--- src/rtl/dma_req_arbiter.sv ---
// dma_req_arbiter
//   NCH-channel DMA request arbiter with an HRQ/HLDA bus-handshake controller.
//   Requests are synchronised, masked and arbitrated with fixed priority
//   (channel 0 highest) or rotating priority. One channel per service period
//   is granted a DACK.
// Ports:
//   CLK, RESET       rising-edge clock, synchronous active-high reset
//   DREQ, DREQ_POL   asynchronous channel requests and their polarity (1 = active-low)
//   DACK_POL         DACK polarity (1 = active-high)
//   ROT_PRI          0 = fixed priority, 1 = rotating priority
//   MASK_WR/DATA     mask register load (1 = channel masked)
//   HLDA, TC         hold acknowledge from the CPU, terminal-count pulse from the engine
//   HRQ              hold request to the CPU
//   DACK             channel acknowledges
//   ACT_VLD, ACT_CH  granted-channel valid flag and index
//   MASK             mask register readback
module dma_req_arbiter #(
  parameter int NCH = 4,
  parameter int CHW = $clog2(NCH)
) (
  input  logic           CLK,
  input  logic           RESET,
  input  logic [NCH-1:0] DREQ,
  input  logic           DREQ_POL,
  input  logic           DACK_POL,
  input  logic           ROT_PRI,
  input  logic           MASK_WR,
  input  logic [NCH-1:0] MASK_DATA,
  input  logic           HLDA,
  input  logic           TC,
  output logic           HRQ,
  output logic [NCH-1:0] DACK,
  output logic           ACT_VLD,
  output logic [CHW-1:0] ACT_CH,
  output logic [NCH-1:0] MASK
);

  localparam int unsigned N = NCH;

  typedef enum logic [1:0] {IDLE, REQ, SVC} state_t;

  state_t         state_q, state_d;
  logic [NCH-1:0] sync1_q, sync2_q;
  logic [NCH-1:0] mask_q, mask_d;
  logic [NCH-1:0] dack_raw_q, dack_raw_d;
  logic [CHW-1:0] ptr_q, ptr_d;
  logic [CHW-1:0] act_ch_q, act_ch_d;
  logic           act_vld_q, act_vld_d;
  logic           hrq_q, hrq_d;

  logic [NCH-1:0] req_eff;
  logic [CHW-1:0] base;
  logic [CHW-1:0] win_ch;
  logic           win_vld;
  logic [CHW-1:0] ptr_after;

  assign req_eff = (sync2_q ^ {NCH{DREQ_POL}}) & ~mask_q;

  // Search starts at the rotation pointer and wraps; fixed mode searches from 0.
  always_comb begin
    int unsigned idx;
    base    = ROT_PRI ? ptr_q : '0;
    win_vld = 1'b0;
    win_ch  = '0;
    for (int unsigned i = 0; i < N; i++) begin
      idx = 32'(base) + i;
      if (idx >= N) idx = idx - N;
      if (!win_vld && req_eff[idx]) begin
        win_vld = 1'b1;
        win_ch  = CHW'(idx);
      end
    end
  end

  // Serviced channel becomes lowest priority.
  assign ptr_after = (act_ch_q == CHW'(NCH - 1)) ? '0 : act_ch_q + 1'b1;

  always_comb begin
    state_d    = state_q;
    mask_d     = mask_q;
    dack_raw_d = dack_raw_q;
    ptr_d      = ROT_PRI ? ptr_q : '0;
    act_ch_d   = act_ch_q;
    act_vld_d  = act_vld_q;
    hrq_d      = hrq_q;
    unique case (state_q)
      IDLE: begin
        if (|req_eff && !HLDA) begin
          state_d = REQ;
          hrq_d   = 1'b1;
        end
      end
      REQ: begin
        if (!(|req_eff)) begin
          state_d = IDLE;
          hrq_d   = 1'b0;
        end else if (HLDA && win_vld) begin
          state_d            = SVC;
          act_ch_d           = win_ch;
          act_vld_d          = 1'b1;
          dack_raw_d         = '0;
          dack_raw_d[win_ch] = 1'b1;
        end
      end
      SVC: begin
        if (TC || !req_eff[act_ch_q] || !HLDA) begin
          state_d    = IDLE;
          hrq_d      = 1'b0;
          act_vld_d  = 1'b0;
          dack_raw_d = '0;
          if (ROT_PRI) ptr_d = ptr_after;
          if (TC) mask_d[act_ch_q] = 1'b1;
        end
      end
      default: begin
        state_d    = IDLE;
        hrq_d      = 1'b0;
        act_vld_d  = 1'b0;
        dack_raw_d = '0;
      end
    endcase
    // Explicit mask write overrides a same-cycle terminal-count auto-mask.
    if (MASK_WR) mask_d = MASK_DATA;
  end

  always_ff @(posedge CLK) begin
    if (RESET) begin
      state_q    <= IDLE;
      sync1_q    <= '0;
      sync2_q    <= '0;
      mask_q     <= '1;
      dack_raw_q <= '0;
      ptr_q      <= '0;
      act_ch_q   <= '0;
      act_vld_q  <= 1'b0;
      hrq_q      <= 1'b0;
    end else begin
      state_q    <= state_d;
      sync1_q    <= DREQ;
      sync2_q    <= sync1_q;
      mask_q     <= mask_d;
      dack_raw_q <= dack_raw_d;
      ptr_q      <= ptr_d;
      act_ch_q   <= act_ch_d;
      act_vld_q  <= act_vld_d;
      hrq_q      <= hrq_d;
    end
  end

  assign HRQ     = hrq_q;
  assign ACT_VLD = act_vld_q;
  assign ACT_CH  = act_ch_q;
  assign MASK    = mask_q;
  assign DACK    = dack_raw_q ^ {NCH{~DACK_POL}};

endmodule
--- config.mk ---
export PLATFORM = sky130hd
export DESIGN_NAME = dma_req_arbiter
export DESIGN_NICKNAME = d
export VERILOG_FILES = /design/src/rtl/dma_req_arbiter.sv
export SDC_FILE = /design/constraint.sdc
export NUM_CORES = 1
export LEC_CHECK = 0
export CORE_MARGIN = 1
export CORE_UTILIZATION = 40
export CTS_CLUSTER_DIAMETER = 60
export DETAILED_ROUTE_END_ITERATION = 10
export SLEW_MARGIN = 20
export SYNTH_ARGS = -nofsm -noshare
export SYNTH_HDL_FRONTEND = slang
export SYNTH_SLANG_ARGS = --single-unit
--- constraint.sdc ---
create_clock -name CLK -period 2.4 [get_ports CLK]
set_input_delay 0.48 -clock CLK [delete_from_list [all_inputs] [get_ports CLK]]
set_output_delay 0.48 -clock CLK [all_outputs]
set_load 0.05 [all_outputs]
==> results.sh <==
export IMPL_final_min_clock_period_ns=2.21
export IMPL_syn_instance_count=149
export IMPL_grt_pass1_wl_um=5380
export IMPL_syn_cell_area_mm2=0.00138
export IMPL_synth_most_common_cell="dfxtp_1"
export IMPL_drc=0
export IMPL_fmax_mhz=452
export IMPL_cts_root_buf="clkbuf_4"
export IMPL_setup_worst_path_end_class="flop"
export IMPL_finalCritPeriodShare=0.922
export IMPL_synth_area_leaders="dfxtp_1 35%, nor2b_1 5.9%, xnor2_1 4.5%"
export IMPL_ir_drop_v=0.000292
export IMPL_port_buffers=27
export IMPL_grtUsageTotal=0.200
export IMPL_dieArea_mm2=0.00368
export IMPL_finalSetupViolCount=0
export IMPL_drive_gt1_frac=0.188
export IMPL_whs_ns=0.452
export IMPL_first_global_vias=1231
export IMPL_yosys_area_top_type="dfxtp_1"
export IMPL_leakage_nw=0.721
export IMPL_via_per_inst=5.18
export IMPL_antenna_found_initial=0
export IMPL_cts_buffers=3
export IMPL_grt_max_degree=22
export IMPL_yosysWarnings=0
export IMPL_crit_arrival_ns=2.49
export IMPL_slew_viol_final=0
export IMPL_ys_flop_type="dfxtp_1"
export IMPL_drtAntennaViolNets=0
export IMPL_fin_nets=212
export IMPL_fill_cells=285
export IMPL_dp_hpwl_um=2590
export IMPL_wl_per_cell_um=13.6
export IMPL_post_cts_buffers=0
export IMPL_drv_cap=0
export IMPL_synth_enable_flop_cells=0
export IMPL_antenna_cells=0
export IMPL_syn_area_per_cell_um2=9.23
export IMPL_rsz0062_at_grt="false"
export IMPL_firstDrtPassIters=4
export IMPL_coreArea_mm2=0.00315
export IMPL_vias=1217
export IMPL_startpoint_type="flop"
export IMPL_synth_common_cells="24 x dfxtp_1, 13 x nor2_1, 13 x nor2b_1"
export IMPL_required_ns=2.68
export IMPL_cts_tree="yes"
export IMPL_start_util=0.436
export IMPL_critPathMaxFanout=9
export IMPL_cts_resized=0
export IMPL_final_core_util=0.603
export IMPL_clock_latency_ns=0.32
export IMPL_cts_max_level=1
export IMPL_clkSinkCount=24
export IMPL_io_pins=28
export IMPL_ys_types=43
export IMPL_ctsHoldBuffers=0
export IMPL_status="completed"
export IMPL_worst_slew_pin_slew_ns=0.633
export IMPL_syn_nets=169
export IMPL_clkTransAtPathRegs_ns=0.13
export IMPL_slew_headroom=0.572
export IMPL_gr_total_overflow=0
export IMPL_num_rows=20
export IMPL_dieHeight_um=60.6
export IMPL_crit_type="reg -> reg"
export IMPL_hold_path_class="reg -> reg"
export IMPL_routabilityCongestion=0.956
export IMPL_clock_skew_ns=0.00320
export IMPL_cellPowerDensity_mw_per_mm2=487
export IMPL_synth_top_area_share=0.349
export IMPL_syn_to_final_growth_pct=38.2
export IMPL_dieWidth_um=60.6
export IMPL_drt_wl_total_um=3190
export IMPL_first_iter_violations=32
export IMPL_clk_path_buf_depth=2
export IMPL_async_flop_share=0
export IMPL_final_hold_viol_count=0
export IMPL_ys_ff_latch=24
export IMPL_yosysSeqAreaShare=0.349
[per-layer routing]
layer  vias up  track usage  share of wire
li1        615            -              -
met1       559        0.249           0.46
met2        33        0.339           0.47
met3        10       0.0341          0.036
met4         0       0.0877          0.032
met5         -            0              0
[layout by cell type, fill, tap and decap left out, types with 2 or more instances in the layout]
cell and n:
a32oi_1 2, mux4_2 2, dfxtp_1 24, or2_1 4, a211oi_1 8, buf_12 4, a21oi_1 5, xnor2_2 2
clkbuf_4 3, o21bai_1 4, a22o_1 2, nand2_1 6, nor3_1 8, and2_1 2, buf_4 18, nor2b_1 13
nand2b_1 3, xnor2_1 6, mux2i_1 2, o21ai_0 4, nor2_1 13, a32o_1 2, clkdlybuf4s50_1 22, inv_1 6
ha_1 4, o2bb2ai_1 2
[where the power goes]
group,internal (mW),switching [mW]
logic,0.103,0.103
clock network,0.169,0.126
registers,0.412,0.0132
total,0.684,0.242
[through the flow]
| stage | instance area, um2 | TNS [ns] | cells | power [mW] | setup WS, ns |
|---|---|---|---|---|---|
| 3_3_place_gp | 1840 | -2.68 | 231 | 0.637 | -0.285 |
| 3_5_place_dp | 1840 | -2.64 | 231 | 0.639 | -0.292 |
| 4_1_cts | 1890 | 0 | 235 | 0.936 | 0.0566 |
| 6_report | 1900 | 0 | 235 | 0.926 | 0.188 |
| 2_1_floorplan | 1380 | 0 | 149 | 0.545 | 0.309 |
| 5_1_grt | 1900 | 0 | 235 | 0.964 | 0.115 |
[sequential cells by signal, indices dropped and copies added, names as in the netlist]
signal and flops:
sync2_q 4, MASK 4, ACT_VLD 1, ptr_q 2, sync1_q 4, HRQ 1
state_q 2, ACT_CH 2, dack_raw_q 4
[final timing paths]
path                         startpoint                         end  slack, ns  depth (start not counted)
hold / removal    sync1_q[3]$_SDFF_PP0_       sync2_q[3]$_SDFF_PP0_       0.45                          1
setup reg to reg    ptr_q[0]$_SDFF_PP0_  dack_raw_q[1]$_SDFFE_PP0P_       0.19                          6
setup / recovery    ptr_q[0]$_SDFF_PP0_  dack_raw_q[1]$_SDFFE_PP0P_       0.19                          6
hold reg to reg   sync1_q[3]$_SDFF_PP0_       sync2_q[3]$_SDFF_PP0_       0.45                          1
[worst max-delay path, cell delays in order, from the launching register on]
cell       delay [ns]
dfxtp_1          0.52
xor2_1           0.30
nor4b_1          0.57
nor4_4           0.14
buf_4            0.17
a2bb2oi_1        0.26
a32o_1           0.21
[cells by family (layout without fill, tap and decap cells)]
family	count (synthesis)	after routing	synth area share
adder cells (fa/ha/maj)	4	4	0.0364
AO/OA/AOI/OAI	39	39	0.220
flip-flops	24	24	0.349
XOR/XNOR	9	9	0.0628
buffers and inverters	13	55	0.0437
multiplexers	4	4	0.0473
AND/OR/NAND/NOR	56	56	0.240
[final cells by class]
type	instances	area, um2	area share
Multi-Input combinational cell	112	842	0.443
Sequential cell	24	480	0.253
Timing Repair Buffer	45	448	0.236
Tap cell	44	55.1	0.0290
Clock inverter	1	30.0	0.0158
Clock buffer	3	22.5	0.0118
Inverter	6	22.5	0.0118
Power figures use the tool's default switching activity.
